### config.mk
export PLATFORM = sky130hd
export DESIGN_NAME = uart_fifo_receiver
export DESIGN_NICKNAME = d
export VERILOG_FILES = /design/src/rtl/uart_fifo_receiver_pkg.sv /design/src/rtl/uart_fifo_receiver_sync_fifo.sv /design/src/rtl/uart_fifo_receiver.sv
export SDC_FILE = /design/constraint.sdc
export NUM_CORES = 1
export LEC_CHECK = 0
export BUFFER_PORTS_ARGS = -buffer_cell sky130_fd_sc_hd__buf_4
export CORE_UTILIZATION = 45
export CTS_CLUSTER_DIAMETER = 80
export CTS_CLUSTER_SIZE = 24
export DETAILED_ROUTE_END_ITERATION = 8
export GPL_TIMING_DRIVEN = 0
export PLACE_DENSITY = 0.7
export RECOVER_POWER = 100
export SYNTH_ARGS = -nofsm -noshare
export SYNTH_HDL_FRONTEND = slang
export SYNTH_HIERARCHICAL = 1
export SYNTH_SLANG_ARGS = --single-unit
### constraint.sdc
create_clock -name clk -period 6.4 [get_ports clk]
set_clock_uncertainty 0.1 [all_clocks]
set_input_delay 0.96 -clock clk [delete_from_list [all_inputs] [get_ports clk]]
set_output_delay 0.96 -clock clk [all_outputs]
set_load 0.03 [all_outputs]
### src/rtl/uart_fifo_receiver_pkg.sv
// Shared constants for the UART FIFO receiver: FSM state encodings,
// oversample points used for the majority vote, and the data width.
// Optional build macro: UART_RX_PARITY_EN (adds the PARITY state).
package uart_fifo_receiver_pkg;

    localparam int DATA_W = 8;

    // Oversample counter positions within one bit period (16 ticks per bit)
    localparam logic [3:0] S_MID_A = 4'd7;
    localparam logic [3:0] S_MID_B = 4'd8;
    localparam logic [3:0] S_MID_C = 4'd9;
    localparam logic [3:0] S_LAST  = 4'd15;

    // Receiver FSM encodings
    localparam logic [2:0] ST_IDLE      = 3'd0;
    localparam logic [2:0] ST_START     = 3'd1;
    localparam logic [2:0] ST_DATA      = 3'd2;
    localparam logic [2:0] ST_PARITY    = 3'd3;
    localparam logic [2:0] ST_STOP      = 3'd4;
    localparam logic [2:0] ST_WAIT_HIGH = 3'd5;

    // Two-out-of-three vote used for every bit decision
    function automatic logic majority3(input logic a, input logic b, input logic c);
        return (a & b) | (a & c) | (b & c);
    endfunction

endpackage

### src/rtl/uart_fifo_receiver_sync_fifo.sv
// Show-ahead synchronous FIFO. dout presents the head entry (zero when empty).
// A push while full only succeeds if a pop happens in the same cycle.
module sync_fifo #(
    parameter int WIDTH     = 8,
    parameter int LOG_DEPTH = 3
) (
    input  logic                 clk,
    input  logic                 reset,
    input  logic                 push,
    input  logic                 pop,
    input  logic [WIDTH-1:0]     din,
    output logic [WIDTH-1:0]     dout,
    output logic                 empty,
    output logic                 full,
    output logic [LOG_DEPTH:0]   count
);

    localparam int DEPTH = 1 << LOG_DEPTH;

    logic [WIDTH-1:0]     mem [DEPTH];
    logic [LOG_DEPTH-1:0] wr_ptr;
    logic [LOG_DEPTH-1:0] rd_ptr;
    logic                 do_push;
    logic                 do_pop;

    assign empty   = (count == '0);
    assign full    = (count == (LOG_DEPTH+1)'(DEPTH));
    assign do_pop  = pop && !empty;
    assign do_push = push && (!full || pop);
    assign dout    = empty ? '0 : mem[rd_ptr];

    // Storage write; contents need no reset because dout is gated by empty
    always_ff @(posedge clk) begin
        if (do_push) mem[wr_ptr] <= din;
    end

    // Pointer and occupancy bookkeeping; pointers wrap naturally modulo depth
    always_ff @(posedge clk) begin
        if (reset) begin
            wr_ptr <= '0;
            rd_ptr <= '0;
            count  <= '0;
        end else begin
            if (do_push) wr_ptr <= wr_ptr + 1'b1;
            if (do_pop)  rd_ptr <= rd_ptr + 1'b1;
            case ({do_push, do_pop})
                2'b10:   count <= count + 1'b1;
                2'b01:   count <= count - 1'b1;
                default: count <= count;
            endcase
        end
    end

endmodule

### src/rtl/uart_fifo_receiver.sv
// UART receive endpoint: 2-FF synchronizer, 16x oversampling with 3-sample
// majority vote, start-glitch rejection, framing-error detection, and a
// byte FIFO drained through a valid/ready handshake.
// Optional build macro: UART_RX_PARITY_EN (8E1 framing plus parity_err pulse).
//
// Handshake: valid is high whenever the FIFO holds a byte and data shows the
// head byte; the byte is consumed on every clock edge where valid && ready.
// ready may be held high or toggled freely; it has no effect while valid = 0.
module uart_fifo_receiver
    import uart_fifo_receiver_pkg::*;
#(
    parameter int TICK_CYCLES    = 260,
    parameter int TICK_WIDTH     = 9,
    parameter int FIFO_LOG_DEPTH = 3
) (
    input  logic                      clk,
    input  logic                      reset,
    input  logic                      uart_rx,
    output logic [DATA_W-1:0]         data,
    output logic                      valid,
    input  logic                      ready,
    output logic                      frame_err,
    output logic                      overrun,
    output logic [FIFO_LOG_DEPTH:0]   count
`ifdef UART_RX_PARITY_EN
    ,
    output logic                      parity_err
`endif
);

    logic                  rx_meta;
    logic                  rx_s;
    logic [TICK_WIDTH-1:0] tick_cnt;
    logic                  tick;
    logic [2:0]            state;
    logic [3:0]            s;
    logic [2:0]            bit_idx;
    logic [DATA_W-1:0]     shift;
    logic                  smp_a;
    logic                  smp_b;
    logic                  bit_val;
    logic                  stop_decide;
    logic                  push_byte;
    logic                  pop;
    logic                  empty;
    logic                  full;
`ifdef UART_RX_PARITY_EN
    logic                  parity_ok;
`endif

    // Two-stage synchronizer for the asynchronous line; idles high
    always_ff @(posedge clk) begin
        if (reset) begin
            rx_meta <= 1'b1;
            rx_s    <= 1'b1;
        end else begin
            rx_meta <= uart_rx;
            rx_s    <= rx_meta;
        end
    end

    assign tick = (tick_cnt == TICK_WIDTH'(TICK_CYCLES - 1));

    // Free-running 1/16-bit tick generator
    always_ff @(posedge clk) begin
        if (reset || tick) tick_cnt <= '0;
        else               tick_cnt <= tick_cnt + 1'b1;
    end

    // Third vote is the live sample at s = 9, so the decision lands on that tick
    assign bit_val     = majority3(smp_a, smp_b, rx_s);
    assign stop_decide = tick && (state == ST_STOP) && (s == S_MID_C);
`ifdef UART_RX_PARITY_EN
    assign push_byte   = stop_decide && bit_val && parity_ok;
`else
    assign push_byte   = stop_decide && bit_val;
`endif
    assign pop         = valid && ready;

    // Frame FSM: all progress happens on ticks
    always_ff @(posedge clk) begin
        if (reset) begin
            state   <= ST_IDLE;
            s       <= '0;
            bit_idx <= '0;
            shift   <= '0;
            smp_a   <= 1'b1;
            smp_b   <= 1'b1;
`ifdef UART_RX_PARITY_EN
            parity_ok <= 1'b1;
`endif
        end else if (tick) begin
            if (s == S_MID_A) smp_a <= rx_s;
            if (s == S_MID_B) smp_b <= rx_s;
            case (state)
                ST_IDLE: begin
                    s <= '0;
                    if (!rx_s) state <= ST_START;
                end
                ST_START: begin
                    s <= s + 4'd1;
                    if (s == S_MID_C && bit_val) begin
                        state <= ST_IDLE;           // start bit too short: glitch
                    end else if (s == S_LAST) begin
                        state   <= ST_DATA;
                        bit_idx <= '0;
                    end
                end
                ST_DATA: begin
                    s <= s + 4'd1;
                    if (s == S_MID_C) shift <= {bit_val, shift[DATA_W-1:1]};
                    if (s == S_LAST) begin
                        if (bit_idx == 3'd7) begin
`ifdef UART_RX_PARITY_EN
                            state <= ST_PARITY;
`else
                            state <= ST_STOP;
`endif
                        end else begin
                            bit_idx <= bit_idx + 3'd1;
                        end
                    end
                end
`ifdef UART_RX_PARITY_EN
                ST_PARITY: begin
                    s <= s + 4'd1;
                    if (s == S_MID_C) parity_ok <= ~(^shift ^ bit_val);
                    if (s == S_LAST)  state <= ST_STOP;
                end
`endif
                ST_STOP: begin
                    s <= s + 4'd1;
                    // Leaving at mid-stop lets the next start bit arrive early
                    if (s == S_MID_C) state <= bit_val ? ST_IDLE : ST_WAIT_HIGH;
                end
                ST_WAIT_HIGH: begin
                    s <= '0;
                    if (rx_s) state <= ST_IDLE;     // ignore a held-low break line
                end
                default: state <= ST_IDLE;
            endcase
        end
    end

    // Error pulses, one cycle after the stop decision
    always_ff @(posedge clk) begin
        if (reset) begin
            frame_err <= 1'b0;
            overrun   <= 1'b0;
`ifdef UART_RX_PARITY_EN
            parity_err <= 1'b0;
`endif
        end else begin
            frame_err <= stop_decide && !bit_val;
            overrun   <= push_byte && full && !pop;
`ifdef UART_RX_PARITY_EN
            parity_err <= stop_decide && !parity_ok;
`endif
        end
    end

    sync_fifo #(
        .WIDTH     (DATA_W),
        .LOG_DEPTH (FIFO_LOG_DEPTH)
    ) u_fifo (
        .clk   (clk),
        .reset (reset),
        .push  (push_byte),
        .pop   (pop),
        .din   (shift),
        .dout  (data),
        .empty (empty),
        .full  (full),
        .count (count)
    );

    assign valid = !empty;

endmodule

Word level (Yosys, flattened, before mapping) --
Memory sizes are Yosys's and may differ from the RTL's. A register that Yosys moved wholly into a read port is not among the register bits. Index checks and enable logic that the tools add are counted.
Storage, ports and cells: register bits after elaboration 43, memory bits (writable) 64, input port bits 4, output and inout port bits 15, word-level logic and storage cells 99, memories kept 1
Memory list:
- u_fifo.mem | depth 8, width 8, read ports 1, clocked after memory_dff 1, write ports 1, line uart_fifo_receiver_sync_fifo.sv:20 | logic [WIDTH-1:0] mem [DEPTH];
Cells by class: add/sub/neg operators 7, equality and inequality tests 22, muxes and demuxes 21, bitwise gates (word level) 5, reduce and logical (&&, ||, !) cells 29
Operators by type and width (count):
- 2-to-1 mux 3 bit | 14
- equality test 4 bit, second input constant | 4
- case mux 4 bit (2 select lines) | 2
- case mux 3 bit (5 select lines) | 1
- != test 2 bit, second input constant | 7
- logical AND 1 bit | 10
- adder 3 x 1 -> 3 bit, second input constant | 3
- adder 9 x 1 -> 9 bit, second input constant | 1
- equality test 3 bit, second input constant | 3
- equality test 9 bit, second input constant | 1
- adder 4 x 1 -> 4 bit, second input constant | 2
- 2-to-1 mux 8 bit | 1
- AND reduction 7 bit | 1
- case mux 3 bit (2 select lines) | 1
- AND reduction 2 bit | 3
- AND reduction 6 bit | 1
- nonzero test 2 bit | 3
- equality test 4 x 3 -> 1 bit, second input constant | 1
- logical NOT 1 bit | 4
- logical NOT 4 bit | 1
- subtractor 4 x 1 -> 4 bit, second input constant | 1
- AND 1 bit | 3
- equality test 3 x 1 -> 1 bit, second input constant | 1
- equality test 3 x 2 -> 1 bit, second input constant | 1
- other kinds (11) | 14

Longest topological paths before layout --
Gate-level depths: netlist of the first run.
word-level depth 7, gate-level depth with buffers 14, depth with buffers taken out 13

Cells and area by module --
Netlist of the first run, hierarchy kept.
By module, submodules not included:
- sync_fifo | times used 1, cells each 174, area each 3084.2 um2, sequential area each 2182.1 um2
- uart_fifo_receiver | times used 1, cells each 175, area each 1599.0 um2, sequential area each 660.6 um2

Worst setup path before layout of the first run --
No wires, ideal clock.
kind input-to-reg, start input ready, end register u_fifo.count[3], library setup time 121 ps, arrival 2957 ps, data required time 6179 ps, slack 3223 ps, stages 6, path buffers 0, path through nor2b_1 nor2b_1 ha_1 or3_2 o32ai_1 mux2_2
RTL lines:
- from (decl) | line uart_fifo_receiver.sv:21 | input logic ready,
- logical AND 1 bit * | line uart_fifo_receiver.sv:78 | assign pop = valid && ready;
- logical AND 1 bit * | line uart_fifo_receiver_sync_fifo.sv:28 | assign do_pop = pop && !empty;
- via u_fifo.do_pop | line uart_fifo_receiver_sync_fifo.sv:24 | logic do_pop;
- equality test 2 x 1 -> 1 bit or equality test 2 bit (tied branches) | line uart_fifo_receiver_sync_fifo.sv:46 | case ({do_push, do_pop})
- case mux 4 bit (2 select lines) or nonzero test 2 bit (tied branches)
- to (signal assigned) | line uart_fifo_receiver_sync_fifo.sv:47 | 2'b10: count <= count + 1'b1;
- to (signal assigned) | line uart_fifo_receiver_sync_fifo.sv:48 | 2'b01: count <= count - 1'b1;
- to (signal assigned) | line uart_fifo_receiver_sync_fifo.sv:49 | default: count <= count;
- to (decl) | line uart_fifo_receiver_sync_fifo.sv:15 | output logic [LOG_DEPTH:0] count
The timed path passes the listed nets; every way through them passes the cells marked *. A chain may end at the register's enable or synchronous reset.

Final worst setup path of the first run --
start register tick_cnt[0], end memory u_fifo.mem[0][1], enable pin
Between the ends: longest elaborated chain between the ends 7
Ends and longest elaborated chain:
- from (decl) | line uart_fifo_receiver.sv:33 | logic [TICK_WIDTH-1:0] tick_cnt;
- from (signal assigned) | line uart_fifo_receiver.sv:67 | else tick_cnt <= tick_cnt + 1'b1;
- equality test 9 bit | line uart_fifo_receiver.sv:62 | assign tick = (tick_cnt == TICK_WIDTH'(TICK_CYCLES - 1));
- logical AND 1 bit (2 in a row) | line uart_fifo_receiver.sv:72 | assign stop_decide = tick && (state == ST_STOP) && (s == S_MID_C);
- logical AND 1 bit | line uart_fifo_receiver.sv:76 | assign push_byte = stop_decide && bit_val;
- via push_byte | line uart_fifo_receiver.sv:43 | logic push_byte;
- logical AND 1 bit | line uart_fifo_receiver_sync_fifo.sv:29 | assign do_push = push && (!full || pop);
- 2-to-1 mux 1 bit | line uart_fifo_receiver_sync_fifo.sv:34 | if (do_push) mem[wr_ptr] <= din;
- 2-to-1 mux 1 bit (not written as such) | line uart_fifo_receiver_sync_fifo.sv:34
- to (decl) | line uart_fifo_receiver_sync_fifo.sv:20
The timed path passes the listed nets, and every way through them passes these cells.

==> results of run 1 <==
## Yosys cell counts, drive strengths merged, types with 4 or more instances
cell type  count
edfxtp        64
dfxtp         46
nor2          46
mux2i         21
mux4          16
nand2         15
ha            11
inv           10
xor2          10
buf            9
a21oi          8
nor2b          8
nor3           8
nand3          7
xnor2          7
clkbuf         6
or3            6
o21ai          5
nand4          4
## logic make-up (layout without fill, tap and decap cells)
group	after synthesis	in the layout	share of synthesized area [%]
and+or+nand+nor	120	120	14.2
DFF	110	110	60.7
muxes	39	39	12.7
AOI/OAI and AO/OA	26	26	3.87
buffers and inverters	25	59	2.24
xor gates and xnor gates	17	17	3.18
adders and majority gates	12	12	3.15
## where the power goes
| group | internal [mW] | switching [mW] |
|---|---|---|
| clock network | 0.150 | 0.233 |
| logic | 0.00442 | 0.00781 |
| registers | 0.741 | 0.00197 |
## stage by stage
step | total power [mW] | hold slack (ps) | utilization (%) | instance area (um^2)
after floorplan | 0.768 | 289 | - | 4680
after global placement | 0.773 | 292 | 50.3 | 4980
after detailed placement | 0.773 | 299 | 50.3 | 4980
after CTS | 1.15 | 324 | 52.1 | 5160
after global routing | 1.18 | 347 | 51.1 | 5070
final | 1.14 | 319 | 51.1 | 5070
## flip-flops by register name, indices dropped and copies added, names as in the netlist, named ones only
name,cells
u_fifo/mem,64
tick_cnt,9
shift,8
s,4
u_fifo/count,4
bit_idx,3
state,3
u_fifo/rd_ptr,3
u_fifo/wr_ptr,3
frame_err,1
overrun,1
rx_meta,1
rx_s,1
smp_a,1
smp_b,1
## worst max-delay path, stage by stage, from the launching register on
cell and delay (ps):
dfxtp_1 390, ha_1 250, nor4b_1 1200, nand3_1 220
nor2_1 260, o21ai_0 280, or2_2 410, nor3_1 870
## how the worst max path moves through the flow
stage	start	end	slack, ps	cells after the start
6_report	tick_cnt[0]	u_fifo/mem[0][1]	2010	7
5_1_grt	tick_cnt[0]	u_fifo/mem[0][1]	1570	7
4_1_cts	tick_cnt[0]	u_fifo/mem[0][1]	2880	7
3_5_place_dp	ready	u_fifo/count[3]	2850	7
3_3_place_gp	ready	u_fifo/count[3]	2870	7
2_1_floorplan	ready	u_fifo/count[3]	3220	6
## layout by cell type (no fill, tap or decap), drive strengths merged, types with 3 or more instances in the layout
master / instances
nor2: 46
nor3: 8
inv: 14
xor2: 10
ha: 11
nor3b: 3
o21ai: 5
or2: 3
mux2i: 21
o211ai: 3
xnor2: 7
or3b: 3
nor4: 3
nor4b: 3
a21oi: 8
nand4: 4
buf: 10
mux4: 16
clkbuf: 33
edfxtp: 64
dfxtp: 46
and3: 3
nand3: 7
or3: 6
nor2b: 8
nand2: 15
## area by class of cell
cell class / count / area [um^2]
fill: 868 / 4840
sequential: 110 / 2840
multi-input combinational: 214 / 1700
buffer: 15 / 61.3
clock inverter: 6 / 52.6
timing repair buffer: 18 / 82.6
tap: 133 / 166
inverter: 10 / 37.5
clock buffer: 10 / 128
## metal layers
metal	vias up	wire, um	track usage, %
met5	-	0	0
met3	11	310	4.01
li1	1344	-	-
met1	1341	3640	20.4
met2	52	3740	24.6
met4	0	76	4.39
==> reports/metrics.cfg, run 1 <==
[outcome]
outcome=finished with violations
violations=max-capacitance violations, max-slew violations

[global_routing]
grt_usage_pct=15.3
antenna_found_initial=0
gr-total-overflow=0
grt_max_degree=20
grt_pass1_wl_mm=13.0
grt_pass1_vias=2613

[drt]
drt_wl_total_mm=7.77
first_pass_iters=4
drc=0
ant_nets=0
viasPerCell=5.33
vias=2748
drtIter0Drc=125
routedWlPerCell_um=15.1

[placement]
dp.final_hpwl_mm=5.42
globalplace.congestion=0.797
placement.io_buffers=18
pre_cts_slack_ps=2850
dp_cells=500

[hold_path]
whs_endpoint=rx_s
hp-start=rx_meta
hold_class=reg -> reg
holdPathStages=1

[critical_path]
reg2reg_slack_ps=2010
crit_arrival_ps=4280
path_class=reg -> reg
reg2reg_from=tick_cnt[0]
worst_r2r_path_depth=7
cp-start-kind=flip-flop
path_max_fanout=8
required_ps=6290
cp-end-kind=flip-flop
r2r_end=u_fifo/mem[0][1]

[layout]
drive_above_1_share_pct=13.3
syn_to_final_growth_pct=8.23
fin_nets=393
layout.cells.non_filler=516
num_antenna_cells=0

[cts]
worstSkewPairLatency_ps=370
hold_buffers=0
cts_root_buffer=clkbuf_8
cts_resized=0
numCtsBuffers=9
cts.sinks=110
htreeDepth=3
cts_tree=yes
clkTransAtPathRegs_ps=100
post_cts_buffers=0
cts_buffer_depth=2

[synthesis]
ys_ff_latch=110
synthArstFlopShare_pct=0
syn_area_mm2=0.00468
synth_top_cell_area_share_pct=41.0
synthFlopType=edfxtp_1
syn_nets=364
synth_area_leaders=edfxtp_1, dfxtp_1, mux4_2
synthDistinctLibCells=52
yosys_warnings=6
synthCells=349
syn_avg_cell_area_um2=13.4
ys_seq_area_share_pct=60.7
synth_edf_count=64
synth_top_area_cell=edfxtp_1

[die]
die_area_mm2=0.0108
core_mm2=0.00991
io_pins=19
dieHeight_um=104
rows=36
initial_core_util_pct=47.3
die_width_um=104

[power_and_ir_drop]
p_leak_nw=1.75
powerDensity_mw_per_mm2=225
ir_worst_vdd_mv=0.119

[timing]
final.setup.tns_ps=0
hold_violations=0
fmax_mhz=228
fin_crit_ps=4390
finalSetupViolCount=0
report.final.slew_viol_count=1
worst_pin_slew_ps=1500
setup_slack_ps=2010
max_slew_margin_pct=-1.35
rsz0062_at_grt=no
min_period_over_period_pct=68.5

[run]
cap_violations=1

Note: power is estimated with default switching activity, not from simulation.
==> run 2, diff against run 1 <==
==> constraint.sdc (replaced) <==
create_clock -name clk -period 4.04 [get_ports clk]
set_clock_uncertainty 0.1 [all_clocks]
set_input_delay 0.606 -clock clk [delete_from_list [all_inputs] [get_ports clk]]
set_output_delay 0.606 -clock clk [all_outputs]
set_load 0.03 [all_outputs]
==> reports/metrics.cfg, run 2 (synthesized netlist as in run 1, its figures left out) <==
[outcome]
outcome=complete, no violations

[critical_path]
required_ps=3930  ; -2360 ps
crit_arrival_ps=3350  ; -930 ps
cp-end-kind=flip-flop
cp-start-kind=flip-flop
path_class=reg -> reg
reg2reg_slack_ps=580  ; -1440 ps
path_max_fanout=8  ; unchanged

[global_routing]
grt_pass1_wl_mm=13.0  ; unchanged
gr-total-overflow=0  ; unchanged
antenna_found_initial=0  ; unchanged
grt_usage_pct=15.3  ; unchanged
grt_pass1_vias=2613  ; unchanged
grt_max_degree=20  ; unchanged

[timing]
max_slew_margin_pct=19.3  ; +21 points
setup_slack_ps=578  ; -1440 ps
fin_crit_ps=3460  ; -923 ps
hold_violations=0  ; unchanged
fmax_mhz=289  ; +27%
worst_pin_slew_ps=1200  ; -298 ps
min_period_over_period_pct=85.7  ; +17 points
rsz0062_at_grt=no
report.final.slew_viol_count=0  ; -1
final.setup.tns_ps=0  ; unchanged
finalSetupViolCount=0  ; unchanged

[die]
io_pins=19  ; unchanged
rows=36  ; unchanged
die_width_um=104  ; unchanged
core_mm2=0.00991  ; unchanged
dieHeight_um=104  ; unchanged
die_area_mm2=0.0108  ; unchanged
initial_core_util_pct=47.3  ; unchanged

[drt]
drtIter0Drc=160  ; +28%
viasPerCell=5.32  ; -0.18%
first_pass_iters=4  ; unchanged
drt_wl_total_mm=7.75  ; -0.30%
ant_nets=0  ; unchanged
vias=2743  ; -0.18%
routedWlPerCell_um=15.0  ; -0.30%
drc=0  ; unchanged

[power_and_ir_drop]
ir_worst_vdd_mv=0.189  ; +59%
powerDensity_mw_per_mm2=354  ; +58%
p_leak_nw=1.76  ; +0.49%

[cts]
cts_buffer_depth=2  ; unchanged
cts_root_buffer=clkbuf_8
post_cts_buffers=0  ; unchanged
hold_buffers=0  ; unchanged
clkTransAtPathRegs_ps=100  ; about the same
htreeDepth=3  ; unchanged
cts_resized=0  ; unchanged
numCtsBuffers=9  ; unchanged
cts_tree=yes
worstSkewPairLatency_ps=370  ; about the same
cts.sinks=110  ; unchanged

[layout]
num_antenna_cells=0  ; unchanged
mostFrequentLayoutCell=edfxtp_1
most-common-layout-cells=edfxtp_1, nor2_1, dfxtp_1
reg_top3=u_fifo/mem: 64 flops, tick_cnt: 9 flops, shift: 8 flops
largest_register=u_fifo/mem
seq_area_mm2=0.00284  ; unchanged
syn_to_final_growth_pct=8.76
drive_above_1_share_pct=13.8  ; +0.52 points
final_area_mm2=0.00509  ; +0.49%
fin_nets=393  ; unchanged
largest_reg_flops=64  ; unchanged
multi_input_area_mm2=0.00172  ; +1.4%
filler_cell_count=864  ; -0.46%

[hold_path]
hold_class=in -> reg

[placement]
placement.io_buffers=18  ; unchanged
pre_cts_slack_ps=527  ; -2320 ps
globalplace.congestion=0.797  ; unchanged
dp.final_hpwl_mm=5.42  ; unchanged
place_area_mm2=0.00498  ; unchanged

[run]
cap_violations=0  ; -1

run 2: changes by cell type in the layout (fill, tap and decap cells not counted):
cell	change
buf_2	+1
clkbuf_1	-1
nand2_1	+1
nand2_2	-1
nor4b_1	-1
nor4b_4	+1
o21ai_0	-1
o21ai_4	+1
run 2: power breakdown:
| group | switching, mW | internal, mW | leakage, nW |
|---|---|---|---|
| clock network | 0.369 | 0.237 | 0.0927 |
| logic | 0.0123 | 0.00760 | 0.699 |
| registers | 0.00343 | 1.17 | 0.964 |
| total | 0.385 | 1.42 | 1.76 |
run 2: cell type report:
class | count | share of cell area (%)
Sequential cell | 110 | 55.8
Inverter | 10 | 0.737
Clock inverter | 6 | 1.03
Tap cell | 133 | 3.27
Buffer | 15 | 1.23
Clock buffer | 10 | 2.51
Multi-Input combinational cell | 214 | 33.8
Timing Repair Buffer | 18 | 1.62
run 2: worst max-delay path: stages (launching register included):
cell and delay, ps:
dfxtp_1 390, ha_1 260, nor4b_4 470, nand3_1 170, nor2_1 310, o21ai_4 130, or2_2 350, nor3_1 910
run 2: metrics by stage:
step / total power [mW] / hold slack, ps / util [%] / instances
5_1_grt: 1.87 / 296 / 51.4 / 516
3_3_place_gp: 1.22 / 292 / 50.3 / 500
4_1_cts: 1.83 / 296 / 52.1 / 516
3_5_place_dp: 1.22 / 299 / 50.3 / 500
6_report: 1.80 / 314 / 51.4 / 516
2_1_floorplan: 1.22 / 289 / - / 349
run 2: final timing paths:
check	from	to	cells after the start
setup / recovery	tick_cnt[0]	u_fifo/mem[0][1]	7
hold / removal	uart_rx	rx_meta	2
hold reg to reg	rx_meta	rx_s	1
setup reg to reg	tick_cnt[0]	u_fifo/mem[0][1]	7
run 2: metal layers:
layer  part of all wire [%]  vias to the layer above  wire length [um]  track usage, %
met3                    3.8                        8               294            4.01
met4                   0.85                        0                66            4.39
met1                     47                     1345              3660            20.4
met2                     48                       50              3720            24.6
met5                      0                        -                 0               0
li1                       -                     1340                 -               -
